<file path="config.mk">
export PLATFORM = sky130hd
export DESIGN_NAME = rom_arbiter
export DESIGN_NICKNAME = d
export VERILOG_FILES = /design/src/rtl/rom_arbiter.sv
export SDC_FILE = /design/constraint.sdc
export NUM_CORES = 1
export LEC_CHECK = 0
export ABC_AREA = 1
export BUFFER_PORTS_ARGS = -buffer_cell sky130_fd_sc_hd__buf_2
export CORE_AREA = 2 2 39 41
export DETAILED_ROUTE_END_ITERATION = 10
export DIE_AREA = 0 0 41 43
export HOLD_SLACK_MARGIN = 0.15
export PLACE_DENSITY = 0.56
export SYNTH_ARGS = -nofsm -noshare
export SYNTH_HDL_FRONTEND = slang
export SYNTH_SLANG_ARGS = --single-unit
</file>
<file path="constraint.sdc">
create_clock -name clk -period 1 [get_ports clk]
set_input_delay 0.05 -clock clk [delete_from_list [all_inputs] [get_ports clk]]
set_output_delay 0.05 -clock clk [all_outputs]
set_load 0.05 [all_outputs]
</file>
<file path="src/rtl/rom_arbiter.sv">
// rom_arbiter
// Sequential ROM-read arbiter for the neural-net datapath. Walks every ROM
// address from 0 to 2**ADDR_WIDTH-1. Each word takes two steps: a FETCH
// cycle that strobes the ROM, then a WRITE cycle that steers the word into
// one node FIFO. The FIFOs are picked in round-robin order with a one-hot
// write enable. The sequence stalls while the FIFO fabric reports full.
//
// Ports:
//   clk      - clock, rising edge
//   rst      - asynchronous, active-high reset
//   full     - FIFO back-pressure; blocks fetches and writes while high
//   addr     - registered ROM read address
//   fetch_en - ROM read strobe (ROM data valid the following cycle)
//   wr_en    - one-hot FIFO write strobe, bit k selects node k
//   all_done - completion flag
//
// Optional feature (macro ROM_ARBITER_WRAP_EN):
//   When defined, the arbiter never parks in DONE. After the last address is
//   written it wraps to address 0, and all_done becomes a one-cycle pulse.
//   When undefined, DONE is terminal and all_done is sticky.

module rom_arbiter #(
  parameter int NUM_NODES  = 4,
  parameter int ADDR_WIDTH = 2,
  parameter int DATA_WIDTH = 16
) (
  input  logic                  clk,
  input  logic                  rst,
  input  logic                  full,
  output logic [ADDR_WIDTH-1:0] addr,
  output logic                  fetch_en,
  output logic [NUM_NODES-1:0]  wr_en,
  output logic                  all_done
);

  localparam int PtrW = (NUM_NODES > 1) ? $clog2(NUM_NODES) : 1;
  localparam logic [PtrW-1:0] LastNode = PtrW'(NUM_NODES - 1);

  // Reject configurations that make no sense before anything gets built.
  if (NUM_NODES < 1 || DATA_WIDTH < 1) begin : gBadParams
    $error("rom_arbiter: NUM_NODES and DATA_WIDTH must be >= 1");
  end

  typedef enum logic [1:0] {
    FETCH = 2'd0,
    WRITE = 2'd1,
    DONE  = 2'd2
  } state_t;

  state_t                state_q, state_d;
  logic [ADDR_WIDTH-1:0] addr_q, addr_d;
  logic [PtrW-1:0]       nodePtr_q, nodePtr_d;
  logic                  allDone_q, allDone_d;

  // Next-state logic and the combinational strobes. A high full freezes
  // every register and suppresses both strobes, so a stalled write is simply
  // retried on the first cycle full drops. The node pointer counts on its
  // own, so NUM_NODES does not have to divide the ROM depth. Both strobes
  // are also forced low while rst is high.
  always_comb begin
    state_d   = state_q;
    addr_d    = addr_q;
    nodePtr_d = nodePtr_q;
`ifdef ROM_ARBITER_WRAP_EN
    allDone_d = 1'b0;
`else
    allDone_d = allDone_q;
`endif
    fetch_en  = 1'b0;
    wr_en     = '0;

    case (state_q)
      FETCH: begin
        fetch_en = !full;
        if (!full) begin
          state_d = WRITE;
        end
      end
      WRITE: begin
        if (!full) begin
          wr_en     = NUM_NODES'(1) << nodePtr_q;
          nodePtr_d = (nodePtr_q == LastNode) ? '0 : nodePtr_q + 1'b1;
          if (addr_q == '1) begin
            allDone_d = 1'b1;
`ifdef ROM_ARBITER_WRAP_EN
            addr_d  = '0;
            state_d = FETCH;
`else
            state_d = DONE;
`endif
          end else begin
            addr_d  = addr_q + 1'b1;
            state_d = FETCH;
          end
        end
      end
      DONE: begin
        state_d = DONE;
      end
      default: begin
        state_d = FETCH;
      end
    endcase

    if (rst) begin
      fetch_en = 1'b0;
      wr_en    = '0;
    end
  end

  // State register. Reset puts the arbiter back at address 0 and node 0,
  // ready to fetch in the first cycle after rst falls.
  always_ff @(posedge clk or posedge rst) begin
    if (rst) begin
      state_q   <= FETCH;
      addr_q    <= '0;
      nodePtr_q <= '0;
      allDone_q <= 1'b0;
    end else begin
      state_q   <= state_d;
      addr_q    <= addr_d;
      nodePtr_q <= nodePtr_d;
      allDone_q <= allDone_d;
    end
  end

  assign addr     = addr_q;
  assign all_done = allDone_q;

endmodule

</file>
== Word-level counts from Yosys, hierarchy flattened ==
Cells that the tools add are included.
Word-level totals
  register bits after elaboration: 7
  output and inout port bits: 8
Cells by class
  add/sub/neg operators: 2
  equal/unequal tests: 6
  shift-type cells: 1
  mux-type cells: 10
  bitwise logic cells: 2
  reduce and logical (&&, ||, !) cells: 6
Operators by type and width (number)
  4-bit 2-to-1 mux: 3
  2-bit 2-to-1 mux: 4
  2-bit equality test, second input constant: 3
  2-bit case mux with 3 select lines: 1
  3-bit AND reduction: 2
  2-bit by 1-bit adder with 2-bit output, second input constant: 2
  2-bit inequality test, second input constant: 2
  2-bit AND reduction: 2
  1-bit by 2-bit left shift with 4-bit output, first input constant: 1
  2-bit by 1-bit equality test with 1-bit output, second input constant: 1
  2-bit logical NOT: 1
  1-bit 2-to-1 mux: 2
  1-bit inverter: 2
  1-bit logical NOT: 1

== Logic depth before layout (Yosys ltp) ==
  word-level depth: 4
  depth in mapped cells: 5
  mapped depth without buffers: 5

== Worst setup path before layout ==
No wires, ideal clock.
  path type: register to output
  start: reg nodePtr_q[0]
  end: out wr_en[2]
  arrival time: 1.706 ns
  required time: 0.950 ns
  path slack: -0.756 ns
  stages on the path, launching flop included: 5
  path buffers: 0
  cell sequence: dfrtp_1 inv_1 ha_1 nand2_1 nor3_1
Between the ends
  word-level cells in the longest chain between the ends: 4
Ends and longest elaborated chain
  from (decl): RTL line 52  | logic [PtrW-1:0] nodePtr_q, nodePtr_d;
  from (signal assigned): RTL line 122  | nodePtr_q <= nodePtr_d;
  1-bit by 2-bit left shift with 4-bit output: RTL line 81  | wr_en = NUM_NODES'(1) << nodePtr_q;
  4-bit 2-to-1 mux: RTL line 80  | if (!full) begin
  4-bit 2-to-1 mux: RTL line 72  | case (state_q)
  4-bit 2-to-1 mux: RTL line 105  | if (rst) begin
  to (decl): RTL line 32  | output logic [NUM_NODES-1:0] wr_en,
No other way between the ends.

== Worst setup path after layout ==
  start: reg nodePtr_q[1]
  end: out wr_en[3]
Same word-level chain as after synthesis.

==> out/qor.txt <==
CTS tree: done
P_leak: 0.3844 nW
synth-to-layout area growth: 83.98%
Multi-input gate area: 312.8 sq um
fin cells: 98
Final Hold Viols: 0
Avg Inst Size Synth: 7.808 sq um
placed standard-cell area: 616.8 sq um
GRT Util Overall: 14.36%
Setup WS pre-CTS: -0.1418 ns
Slew Limit Fails: 0
Max VDD drop: 0.001301 V
max_slew headroom: 81.59%
vias in the first global route: 390
initial antenna violation count: 0
GP Congestion: 0.6991
wirelength, routed: 995 um
Tcrit/Tclk final: 132.0%
pin count of the biggest net entering global routing: 8
Num CTS Buffers: 3
CP Data Required Time: 0.95 ns
final instance area: 775.7 sq um
Synth Cell Area: 421.7 sq um
Post-layout nets: 91
fraction of layout cells with a size suffix above 1: 56.10%
Routed WL per cell: 10.15 um
worst endpoint data arrival time: 1.27 ns
outcome: finished with violations
RSZ-0062 raised after global routing: yes
dpl cells: 86
final worst setup slack: -0.3199 ns
Root Buffer: clkbuf_4
CORE AREA: 1384 sq um
ant diodes: 0
H-tree Lvls: 1
Worst-Margin Slew: 0.2759 ns
starting density of the core: 30.47%
Via Count: 432
failing checks: negative setup slack
first-pass GRT wire length: 1662 um
number of synthesized register bits: 7
fin util: 56.06%
Setup Skew: 0.002703 ns
fmax: 757.6 MHz
cell count after synthesis: 54
synth warn: 0
I/O Buffers: 10
Row Count: 14
DP Wirelength: 742.2 um
CTS Sinks: 7
total die area: 1763 sq um
Period minus WS final: 1.320 ns
Worst setup SP type: flip-flop
io pins: 11
Crit Path Category: reg -> out
clk buf depth: 2
FF+latch area: 178.9 sq um
max cap viols: 0
Skew-Pair Late Insertion Delay: 0.25 ns
register area share after synthesis: 41.54%
crit path max fanout: 4
post-synth cell types: 12
Final Setup Violations: 13
remaining antenna violation count: 0
Pre-antenna DRT Iters: 4
First DRT Iteration DRCs: 4
Avg Vias per Cell: 4.408
Fillers: 129
Hold Crit Class: in -> reg
Crit. End Element: output pin
Die W: 41 um
Overflow after GRT: 0
Clock transition at path regs: 0.06 ns
Fin Hold WS: 0.1504 ns
Chip Height: 43 um
power per cell area: 2853 nW/um^2
Mapped Nets: 62
DRC: 0
[state kept, by name, indices dropped and copies added, names as in the netlist]
register   cells
all_done       1
nodePtr_q      2
addr           2
state_q        2
[power by group]
group | internal [mW] | switching (mW) | total [mW]
clock network | 0.153 | 0.113 | 0.266
logic | 0.626 | 0.764 | 1.39
registers | 0.406 | 0.151 | 0.558
total | 1.19 | 1.03 | 2.21
[final cells by class]
cell class                 count  area share, %
clock buffer                   4          3.387
inverter                       8          3.871
multi-input combinational     39          40.32
timing repair buffer          24          26.77
tap                           16          2.581
sequential                     7          23.06
[stage by stage]
stage	setup TNS, ns	power [mW]
after floorplan	-0.7153	1.300
after global routing	-2.922	2.395
after global placement	-0.4785	1.615
final	-2.141	2.213
after CTS	-2.168	2.115
after detailed placement	-0.6644	1.647
[worst paths after layout]
| path | slack [ns] | to | depth (start not counted) | start |
|---|---|---|---|---|
| max in group asynchronous | 0.34 | addr[1] | 3 | rst |
| min in group asynchronous | 0.42 | all_done | 3 | rst |
| worst max register to register | -0.14 | state_q[1] | 7 | state_q[1] |
| worst min register to register | 0.45 | all_done | 2 | all_done |
| worst max-delay path | -0.32 | wr_en[3] | 4 | nodePtr_q[1] |
| worst min-delay path | 0.15 | state_q[0] | 3 | full |
[layer usage]
| layer | GRT usage (%) | vias up | part of all wire, % | wire length [um] |
|---|---|---|---|---|
| met5 | 0 | - | 0 | 0 |
| met4 | 8.000 | 0 | 0 | 0 |
| met3 | 3.141 | 0 | 4.7 | 47 |
| met2 | 22.19 | 9 | 51 | 508 |
| met1 | 17.51 | 200 | 44 | 439 |
| li1 | - | 223 | - | - |
[synth_stat cells (all sizes together)]
master / n / share of area (%)
dfrtp: 7 / 42
nor3: 4 / 4.7
nand2: 20 / 19
nor2: 5 / 6.8
inv: 8 / 7.1
ha: 5 / 15
o21ai: 1 / 1.2
nand3: 4 / 4.7
[worst max-delay path, stage by stage (launching register included)]
cell and delay (ns):
dfrtp_1 0.43, ha_2 0.22, nand2_2 0.07, nor3_4 0.13, buf_6 0.18
[layout by cell type (no fill, tap or decap), types with 4 or more instances in the layout]
cell type	count
buf_2	4
buf_4	10
buf_6	6
dfrtp_1	4
inv_1	4
inv_2	4
nand2_1	15
nand2_2	4
nand3_1	4
nor3_4	4
[what timing repair did]
action	CTS	global route
buffers inserted	3	2
pin swaps	0	2
hold buffers	2	1
hold endpoints to repair	9	2
endpoints found under the setup margin	11	13
resized for setup	17	5
[kinds of logic (layout without fill, tap and decap cells)]
group / Yosys count / in the layout / share of synthesized area [%]
simple gates: 33 / 33 / 35.31
buf+inv: 8 / 36 / 7.122
flops: 7 / 7 / 41.54
fa+ha+maj: 5 / 5 / 14.84
compound gates: 1 / 1 / 1.186
No activity file was read; power rests on OpenSTA's default activity.
